$ cat config.mk
export PLATFORM = sky130hd
export DESIGN_NAME = riscv_dual_issue_ctrl_flat
export DESIGN_NICKNAME = d
export VERILOG_FILES = /design/src/rtl/riscv_dual_issue_ctrl_if.sv /design/src/rtl/riscv_dual_issue_ctrl.sv /design/src/flat_wrapper.sv
export SDC_FILE = /design/constraint.sdc
export NUM_CORES = 1
export LEC_CHECK = 0
export ABC_CLOCK_PERIOD_IN_PS = 8000
export CELL_PAD_IN_SITES_DETAIL_PLACEMENT = 1
export CELL_PAD_IN_SITES_GLOBAL_PLACEMENT = 1
export CORE_ASPECT_RATIO = 1.4
export CORE_MARGIN = 2
export CORE_UTILIZATION = 34
export DETAILED_ROUTE_END_ITERATION = 10
export PLACE_DENSITY = 0.79
export REMOVE_ABC_BUFFERS = 1
export SYNTH_ARGS = -nofsm -noshare
export SYNTH_HDL_FRONTEND = slang
export SYNTH_SLANG_ARGS = --single-unit
$ cat constraint.sdc
create_clock -name clk -period 8 [get_ports clk]
set_input_delay 1.6 -clock clk [delete_from_list [all_inputs] [get_ports clk]]
set_output_delay 1.6 -clock clk [all_outputs]
set_load 0.02 [all_outputs]
$ cat src/rtl/riscv_dual_issue_ctrl_if.sv
// Decode-to-X0 issue bus of the dual-issue steering controller.
// The master side is decode plus the scoreboard/ROB status; the slave side is the controller.
interface riscv_dual_issue_ctrl_if #(
  parameter int PAY_W = 32
);
  logic             in_val;
  logic             in_rdy;
  logic [19:0]      in_ir0_info;
  logic             in_ir0_val;
  logic [PAY_W-1:0] in_ir0_pay;
  logic [19:0]      in_ir1_info;
  logic             in_ir1_val;
  logic [PAY_W-1:0] in_ir1_pay;
  logic [31:0]      src_ready;
  logic [1:0]       rob_free;
  logic             stall_X0hl;
  logic             flush;
  logic             A_issued;
  logic [19:0]      A_info;
  logic [PAY_W-1:0] A_pay;
  logic             B_issued;
  logic [19:0]      B_info;
  logic [PAY_W-1:0] B_pay;
  logic             muldiv_busy;

  modport master (
    output in_val, in_ir0_info, in_ir0_val, in_ir0_pay,
           in_ir1_info, in_ir1_val, in_ir1_pay,
           src_ready, rob_free, stall_X0hl, flush,
    input  in_rdy, A_issued, A_info, A_pay, B_issued, B_info, B_pay, muldiv_busy
  );

  modport slave (
    input  in_val, in_ir0_info, in_ir0_val, in_ir0_pay,
           in_ir1_info, in_ir1_val, in_ir1_pay,
           src_ready, rob_free, stall_X0hl, flush,
    output in_rdy, A_issued, A_info, A_pay, B_issued, B_info, B_pay, muldiv_busy
  );
endinterface

$ cat src/rtl/riscv_dual_issue_ctrl.sv
// In-order dual-issue steering: buffers one decoded pair, issues E0 to pipe A
// and, when independent and ALU, E1 to pipe B in the same cycle.
module riscv_dual_issue_ctrl #(
  parameter int MULDIV_BUSY = 4,
  parameter int PAY_W       = 32
) (
  input logic clk,
  input logic reset,
  riscv_dual_issue_ctrl_if.slave bus
);

  typedef enum logic [1:0] {
    EMPTY  = 2'd0,
    SINGLE = 2'd1,
    PAIR   = 2'd2
  } state_t;

  localparam logic [1:0] TYPE_ALU    = 2'b00;
  localparam logic [1:0] TYPE_MULDIV = 2'b10;
  localparam logic [2:0] MD_LOAD     = 3'(MULDIV_BUSY - 1);

  state_t           state, state_n;
  logic [19:0]      e0_info, e0_info_n, e1_info, e1_info_n;
  logic [PAY_W-1:0] e0_pay, e0_pay_n, e1_pay, e1_pay_n;
  logic [2:0]       md_cnt;

  logic go, e0_val, e1_val, e0_md, dep, i0, i1, in_rdy, accept;

  function automatic logic srcs_ok(input logic [19:0] info, input logic [31:0] ready);
    return (!info[5] || ready[info[4:0]]) && (!info[11] || ready[info[10:6]]);
  endfunction

  always_ff @(posedge clk) begin
    if (reset) begin
      state  <= EMPTY;
      md_cnt <= 3'd0;
    end else begin
      state <= state_n;
      if (i0 && e0_md)
        md_cnt <= MD_LOAD;
      else if (md_cnt != 3'd0)
        md_cnt <= md_cnt - 3'd1;
    end
    e0_info <= e0_info_n;
    e0_pay  <= e0_pay_n;
    e1_info <= e1_info_n;
    e1_pay  <= e1_pay_n;
  end

  // Entry valid bits follow directly from the occupancy state.
  always_comb begin
    e0_val = (state != EMPTY);
    e1_val = (state == PAIR);
    go     = !bus.stall_X0hl && !bus.flush && !reset;
    e0_md  = (e0_info[19:18] == TYPE_MULDIV);
    dep    = e0_info[17] &&
             ((e1_info[5]  && (e1_info[4:0]  == e0_info[16:12])) ||
              (e1_info[11] && (e1_info[10:6] == e0_info[16:12])));
    i0     = go && e0_val && srcs_ok(e0_info, bus.src_ready) &&
             (!e0_md || (md_cnt == 3'd0)) && (bus.rob_free != 2'd0);
    i1     = i0 && e1_val && (e1_info[19:18] == TYPE_ALU) && bus.rob_free[1] &&
             srcs_ok(e1_info, bus.src_ready) && !dep;
    in_rdy = !bus.flush && !reset &&
             ((state == EMPTY) || (i0 && ((state == SINGLE) || i1)));
    accept = bus.in_val && in_rdy;
  end

  // Next occupancy: flush wins, then a refill, then draining of issued entries.
  always_comb begin
    state_n   = state;
    e0_info_n = e0_info;
    e0_pay_n  = e0_pay;
    e1_info_n = e1_info;
    e1_pay_n  = e1_pay;
    if (bus.flush) begin
      state_n = EMPTY;
    end else if (accept) begin
      if (bus.in_ir0_val) begin
        e0_info_n = bus.in_ir0_info;
        e0_pay_n  = bus.in_ir0_pay;
        if (bus.in_ir1_val) begin
          e1_info_n = bus.in_ir1_info;
          e1_pay_n  = bus.in_ir1_pay;
          state_n   = PAIR;
        end else begin
          state_n = SINGLE;
        end
      end else if (bus.in_ir1_val) begin
        e0_info_n = bus.in_ir1_info;
        e0_pay_n  = bus.in_ir1_pay;
        state_n   = SINGLE;
      end else begin
        state_n = EMPTY;
      end
    end else if (i0) begin
      if ((state == PAIR) && !i1) begin
        e0_info_n = e1_info;
        e0_pay_n  = e1_pay;
        state_n   = SINGLE;
      end else begin
        state_n = EMPTY;
      end
    end
  end

  always_comb begin
    bus.in_rdy      = in_rdy;
    bus.A_issued    = i0;
    bus.A_info      = e0_info;
    bus.A_pay       = e0_pay;
    bus.B_issued    = i1;
    bus.B_info      = e1_info;
    bus.B_pay       = e1_pay;
    bus.muldiv_busy = (md_cnt != 3'd0);
  end

endmodule

$ cat src/flat_wrapper.sv
// flat-port wrapper written by rule: the top's interface ports become plain ports
module riscv_dual_issue_ctrl_flat 
#(
  parameter int MULDIV_BUSY = 4,
  parameter int PAY_W       = 32
)
  (clk, reset, bus_in_val, bus_in_ir0_info, bus_in_ir0_val, bus_in_ir0_pay, bus_in_ir1_info, bus_in_ir1_val, bus_in_ir1_pay, bus_src_ready, bus_rob_free, bus_stall_X0hl, bus_flush, bus_in_rdy, bus_A_issued, bus_A_info, bus_A_pay, bus_B_issued, bus_B_info, bus_B_pay, bus_muldiv_busy);
  riscv_dual_issue_ctrl_if #(.PAY_W(PAY_W)) bus_i ();
  input logic clk;
  input logic reset;
  input wire logic [$bits(bus_i.in_val)-1:0] bus_in_val;
  input wire logic [$bits(bus_i.in_ir0_info)-1:0] bus_in_ir0_info;
  input wire logic [$bits(bus_i.in_ir0_val)-1:0] bus_in_ir0_val;
  input wire logic [$bits(bus_i.in_ir0_pay)-1:0] bus_in_ir0_pay;
  input wire logic [$bits(bus_i.in_ir1_info)-1:0] bus_in_ir1_info;
  input wire logic [$bits(bus_i.in_ir1_val)-1:0] bus_in_ir1_val;
  input wire logic [$bits(bus_i.in_ir1_pay)-1:0] bus_in_ir1_pay;
  input wire logic [$bits(bus_i.src_ready)-1:0] bus_src_ready;
  input wire logic [$bits(bus_i.rob_free)-1:0] bus_rob_free;
  input wire logic [$bits(bus_i.stall_X0hl)-1:0] bus_stall_X0hl;
  input wire logic [$bits(bus_i.flush)-1:0] bus_flush;
  output wire logic [$bits(bus_i.in_rdy)-1:0] bus_in_rdy;
  output wire logic [$bits(bus_i.A_issued)-1:0] bus_A_issued;
  output wire logic [$bits(bus_i.A_info)-1:0] bus_A_info;
  output wire logic [$bits(bus_i.A_pay)-1:0] bus_A_pay;
  output wire logic [$bits(bus_i.B_issued)-1:0] bus_B_issued;
  output wire logic [$bits(bus_i.B_info)-1:0] bus_B_info;
  output wire logic [$bits(bus_i.B_pay)-1:0] bus_B_pay;
  output wire logic [$bits(bus_i.muldiv_busy)-1:0] bus_muldiv_busy;
  assign bus_i.in_val = bus_in_val;
  assign bus_i.in_ir0_info = bus_in_ir0_info;
  assign bus_i.in_ir0_val = bus_in_ir0_val;
  assign bus_i.in_ir0_pay = bus_in_ir0_pay;
  assign bus_i.in_ir1_info = bus_in_ir1_info;
  assign bus_i.in_ir1_val = bus_in_ir1_val;
  assign bus_i.in_ir1_pay = bus_in_ir1_pay;
  assign bus_i.src_ready = bus_src_ready;
  assign bus_i.rob_free = bus_rob_free;
  assign bus_i.stall_X0hl = bus_stall_X0hl;
  assign bus_i.flush = bus_flush;
  assign bus_in_rdy = bus_i.in_rdy;
  assign bus_A_issued = bus_i.A_issued;
  assign bus_A_info = bus_i.A_info;
  assign bus_A_pay = bus_i.A_pay;
  assign bus_B_issued = bus_i.B_issued;
  assign bus_B_info = bus_i.B_info;
  assign bus_B_pay = bus_i.B_pay;
  assign bus_muldiv_busy = bus_i.muldiv_busy;
  riscv_dual_issue_ctrl #(.MULDIV_BUSY(MULDIV_BUSY), .PAY_W(PAY_W)) u_core (.clk(clk), .reset(reset), .bus(bus_i));
endmodule
==> results.md, run 1 <==
* Crit path depth at 9
* Worst skew pair latency at 0.35 ns
* Rel. slew slack at 0.390
* Number of global-route vias before repair at 5087
* CP top delay family: multiplexers
* Maximum VDD drop at 0.123 mV
* Worst Path Max Fanout at 4
* WL final at 19900 µm
* Slew Viols, Final at 0
* Global-route wire length before repair at 30000 µm
* CTS Sinks at 109
* Synth unique cells at 41
* Worst Max-Slew Pin Slew at 0.916 ns
* Post-CTS Hold Buffers at 0
* Slowest CP cell: clkdlybuf4s50_1
* Placed Area at 8710 µm²
* Overall routing resource usage at 0.215
* Die Wd at 116 µm
* Status: completed
* Hold WC Path Type: flop to flop
* Post-route clock skew at 0.0171 ns
* NetSw at 0.325 mW
* GPL Wtd Cong at 0.889
* CP required at 6.40 ns
* Most frequent cells in the layout: clkdlybuf4s50_1, edfxtp_1, mux2_2, mux2_1, mux4_2
* Die height at 161 µm
* Post-DRT Antenna Nets at 0
* Pwr dens at 148 nW/µm²
* PortBufs at 252
* Setup TNS at 0 ns
* Pleak at 3.04 nW
* Top_reg_cell synth: edfxtp_1
* Worst Path Arrival at 4.56 ns
* NumNets Final at 764
* RSZ-0062 raised after global routing: false
* Fin. Hold Viols at 0
* Most common cell after layout, fill and taps aside: clkdlybuf4s50_1
* Hold path depth at 2
* Mapped cell area at 5970 µm²
* Worst-path clk slew at 0.08 ns
* CTS tree: built
* Initial antenna violation count at 0
* Layout cell share with drive strength beyond 1 at 0.184
* Wire length per cell at 23.3 µm
* First-pass DRT Iterations at 4
* Tcrit/Tclk final at 0.769
* Ys async rst share at 0
* EDFF count, synth at 104
* Peak Freq at 0.162 GHz
* Slowest stage delay, CP at 0.56 ns
* DR iter-0 viols at 183
* Mapped Avg Cell Area at 16.1 µm²
* Critical path capture point type: output port
* Setup violations, final at 0
* Post-route DRC violation count at 0
* Crit path cell chain: clkdlybuf4s50_1 -> mux4_2 -> mux4_2 -> nor3b_1 -> a31oi_1 -> a21o_1 -> a21oi_1 -> nor3_1 -> clkdlybuf4s50_1
* CTS Buf Count at 9
* Final Instance Area at 8980 µm²
* Post-synthesis cell count at 370
* Top cells by area, synth: edfxtp_1, mux4_2, mux2_2
* Total grt overflow at 0
* IO Count at 253
* Sequential area share after synthesis at 0.540
* Synth Warn # at 0
* Hold slack at 0.553 ns
* Multi-input gate area at 2600 µm²
* CTS resizes at 0
* Flip-flop and latch area at 3220 µm²
* Clock root buffer master: clkbuf_16
* Max H-tree Level at 3
* Maximum number of pins on one net before global-route repair at 55
* Vias per cell at 5.20
* N_diodes at 0
* Fillers at 1738
* Int Power at 1.00 mW
* Max clock buf depth at 2
* Cell Count, Final, Fillers Out at 856
* Startpoint types: input port
* Area Overhead vs Synth at 50.5%
* Setup bufs post-CTS at 0
* Leading area contributor after synthesis: edfxtp_1
* Core Area at 17300 µm²
* Max-Cap Viols at 0
* DPL Wire Length at 15200 µm
* Initial Util at 0.346
* Sw Share at 0.244
* Row count at 57
* Dpl cells at 840
* Worst Reg-to-Reg Cells at 9
* Clock power share at 0.319
* Via count at 4447
* #FFs+latches synth at 109
* Minimum clock period at 6.16 ns
* Crit path buf inv count at 2
* Yosys top cell area share at 0.523
* WS Path Type: input port to output port
* Combinational share of power at 0.188
* Die area at 18600 µm²
* Sequential share of power at 0.493
-- cells by family (layout without fill, tap and decap cells) --
kind of cell | Yosys count | after routing | synth area share
buffers and inverters | 33 | 283 | 0.0287
adders and majority gates | 4 | 4 | 0.00838
and+or+nand+nor | 43 | 43 | 0.0413
xor gates and xnor gates | 11 | 11 | 0.0161
AOI/OAI and AO/OA | 22 | 22 | 0.0266
DFF | 109 | 109 | 0.540
muxes | 148 | 148 | 0.339
-- path summary, 6_finish.rpt --
| check | startpoint | end | slack [ns] |
|---|---|---|---|
| max | bus_src_ready[10] | bus_in_rdy | 1.84 |
| min reg2reg | u_core.md_cnt[2] | u_core.md_cnt[2] | 0.55 |
| min | u_core.md_cnt[2] | u_core.md_cnt[2] | 0.55 |
| max reg2reg | u_core.bus.A_info[7] | u_core.bus.B_pay[11] | 3.73 |
-- power by group through the flow --
| stage | combinational [mW] | clock (mW) | sequential (mW) |
|---|---|---|---|
| detailed placement | 0.251 | 0 | 0.668 |
| finish | 0.250 | 0.424 | 0.655 |
| floorplan | 0.102 | 0 | 0.676 |
| CTS | 0.254 | 0.438 | 0.655 |
| global placement | 0.242 | 0 | 0.666 |
| global route | 0.269 | 0.455 | 0.657 |
-- registers in the layout, indices dropped and copies added, names as in the netlist --
signal,cells
u_core.md_cnt,3
u_core.bus.B_info,20
u_core.bus.A_pay,32
u_core.state,2
u_core.bus.B_pay,32
u_core.bus.A_info,20
-- area by class of cell --
cell class,instances,area share
Tap cell,236,0.0329
Timing Repair Buffer,256,0.284
Sequential cell,109,0.359
Clock inverter,6,0.00543
Inverter,11,0.00460
Clock buffer,10,0.0255
Multi-Input combinational cell,228,0.289
-- per-stage QoR --
stage	setup WS (ns)	total power, mW	utilization
3_5_place_dp	1.86	0.919	0.504
4_1_cts	1.85	1.35	0.521
3_3_place_gp	1.93	0.908	0.504
5_1_grt	1.76	1.38	0.521
6_report	1.84	1.33	0.521
2_1_floorplan	0.546	0.777	-
-- per-layer routing --
metal  global-route usage  wire length [µm]  vias up  part of all wire
met2                0.397             11000      181              0.55
li1                     -                 -     1984                 -
met5                    0                 0        -                 0
met1                0.238              7220     2252              0.36
met3               0.0491              1160       30             0.058
met4               0.0736               573        0             0.029
-- cells in the mapped netlist (all sizes together) (2+ instances only) --
library cell  count
mux2            103
nor3              3
nor4              5
nand3             3
dfxtp             5
nor2              6
nand2             9
a31oi             3
buf              14
a311oi            2
nor3b             2
xor2              8
clkbuf            8
a21oi             5
edfxtp          104
inv              11
nand3b            4
mux2i            12
o21ai             3
nand4             6
mux4             33
xnor2             3
ha                4
-- worst register-to-register path: cells and delay by family (launching register included) --
| family | cells | cell delay (ns) |
|---|---|---|
| flops | 1 | 0.75 |
| buf+inv | 1 | 0.65 |
| mux | 1 | 0.25 |
| simple gates | 3 | 1.21 |
| compound gates | 4 | 1.01 |
No activity file was read; power rests on OpenSTA's default activity.
==> inputs of run 2 (changes only) <==
- ABC_CLOCK_PERIOD_IN_PS: 8000 -> 6230
- clock period: 8 -> 6.23 ns (I/O delays scaled with it)
==> run 2 against run 1 <==
Effect of this change:
- wire length shrank 0.89%
- utilization is essentially flat
- highest routed layer unchanged
- hold slack gained 0.010 ns
==> results.md, run 2 (same netlist as run 1, synthesis figures left out) <==
* Status: completed
* Die Wd at 116 µm
* CTS resizes at 0
* Fillers at 1722
* Vias per cell at 5.21
* Post-route clock skew at 0.0104 ns
* Setup violations, final at 0
* Critical path capture point type: output port
* Initial Util at 0.346
* Most frequent cells in the layout: clkdlybuf4s50_1, edfxtp_1, mux2_2, mux2_1, mux4_2
* Worst Reg-to-Reg Cells at 9
* PortBufs at 252
* Worst Path Max Fanout at 4
* Wire length per cell at 23.1 µm
* Crit path to: bus_in_rdy
* Rel. slew slack at 0.466
* Peak Freq at 0.184 GHz
* Pleak at 3.04 nW
* Max-Cap Viols at 0
* Die area at 18600 µm²
* Minimum clock period at 5.42 ns
* Flip-flop and latch area at 3220 µm²
* Post-DRT Antenna Nets at 0
* Clock root buffer master: clkbuf_16
* Area Overhead vs Synth at 50.4%
* Cell Count, Final, Fillers Out at 856
* CP required at 4.98 ns
* Fin. Hold Viols at 0
* Max H-tree Level at 3
* RSZ-0062 raised after global routing: false
* R2R Path Start: u_core.bus.A_info[7]
* Reg2reg end: u_core.bus.A_pay[11]
* First-pass DRT Iterations at 4
* WL final at 19800 µm
* Worst skew pair latency at 0.34 ns
* Core Area at 17300 µm²
* Setup bufs post-CTS at 0
* Maximum number of pins on one net before global-route repair at 53
* R2R Setup Slk at 2.11 ns
* WS Path Type: input port to output port
* Most common cell after layout, fill and taps aside: clkdlybuf4s50_1
* DPL Wire Length at 15000 µm
* Crit. Startpoint: bus_src_ready[14]
* Startpoint types: input port
* Total grt overflow at 0
* NumNets Final at 764
* Max clock buf depth at 2
* CTS tree: built
* CTS Sinks at 109
* Die height at 161 µm
* Initial antenna violation count at 0
* Total Power at 1.71 mW
* Layout cell share with drive strength beyond 1 at 0.184
* Maximum VDD drop at 0.113 mV
* Worst Max-Slew Pin Slew at 0.801 ns
* N_diodes at 0
* Hold WC Path Type: flop to flop
* Pwr dens at 191 nW/µm²
* IO Count at 253
* Post-CTS Hold Buffers at 0
* GPL Wtd Cong at 0.922
* Worst-path clk slew at 0.08 ns
* DR iter-0 viols at 174
* Post-route DRC violation count at 0
* Slew Viols, Final at 0
* Via count at 4459
* CTS Buf Count at 9
* Multi-input gate area at 2600 µm²
* Worst Path Arrival at 4.18 ns
* Tcrit/Tclk final at 0.870
* Overall routing resource usage at 0.213
* Number of global-route vias before repair at 5099
* Global-route wire length before repair at 29700 µm
* Post-layout util at 0.520
* Row count at 57
* Dpl cells at 840
[run 2: cell count changes in the layout (fill, tap and decap cells not counted)]
cell        before  now
clkinv_1         1    2
inv_6            0    2
inv_8            1    0
clkinv_4         3    1
clkbuf_1         1    0
clkinvlp_4       1    2
[run 2: final cells by class]
class / count / share of cell area
flip-flops and latches: 109 / 0.359
multi-input cells: 228 / 0.289
repair buffers: 256 / 0.284
well taps: 236 / 0.0329
clock buffers: 9 / 0.0251
clock inverters: 7 / 0.00543
inverters: 11 / 0.00460
[run 2: routing by layer]
metal,global-route usage,vias to the layer above,part of all wire
li1,-,1988,-
met1,0.229,2212,0.36
met2,0.391,215,0.53
met3,0.0494,44,0.066
met4,0.0925,0,0.037
met5,0,-,0
[run 2: report_power, final]
group / leakage, nW / switching [mW] / total, mW / internal (mW)
clock network: 0.128 / 0.277 / 0.550 / 0.273
registers: 0.985 / 0.0175 / 0.841 / 0.823
logic: 1.93 / 0.131 / 0.321 / 0.190
total: 3.04 / 0.425 / 1.71 / 1.29
[run 2: worst max-delay path, stage by stage]
cell	delay [ns]
clkdlybuf4s50_1	0.47
mux4_2	0.49
mux4_2	0.53
nor3b_1	0.21
a31oi_1	0.10
nand2_1	0.19
nor2_1	0.09
a21oi_1	0.22
nor3_1	0.07
clkdlybuf4s50_1	0.55
[run 2: worst min-delay path by stage]
stage / start / to / slack, ns / depth (start not counted)
after floorplan: u_core.md_cnt[2] / u_core.md_cnt[2] / 0.47 / 2
after global routing: u_core.bus.B_pay[12] / u_core.bus.A_pay[12] / 0.59 / 1
after global placement: u_core.md_cnt[2] / u_core.md_cnt[2] / 0.49 / 2
after detailed placement: u_core.bus.B_info[16] / u_core.bus.A_info[16] / 0.55 / 1
after CTS: u_core.bus.B_pay[0] / u_core.bus.A_pay[0] / 0.57 / 1
final: u_core.bus.B_pay[0] / u_core.bus.A_pay[0] / 0.56 / 1
[run 2: stage by stage]
stage	area, µm²	hold WS [ns]	setup TNS (ns)	setup slack, ns
2_1_floorplan	5840	0.475	-85.53	-0.870
3_3_place_gp	8710	0.488	0	0.846
3_5_place_dp	8710	0.553	0	0.813
4_1_cts	8980	0.572	0	0.798
5_1_grt	8980	0.589	0	0.580
6_report	8980	0.563	0	0.808
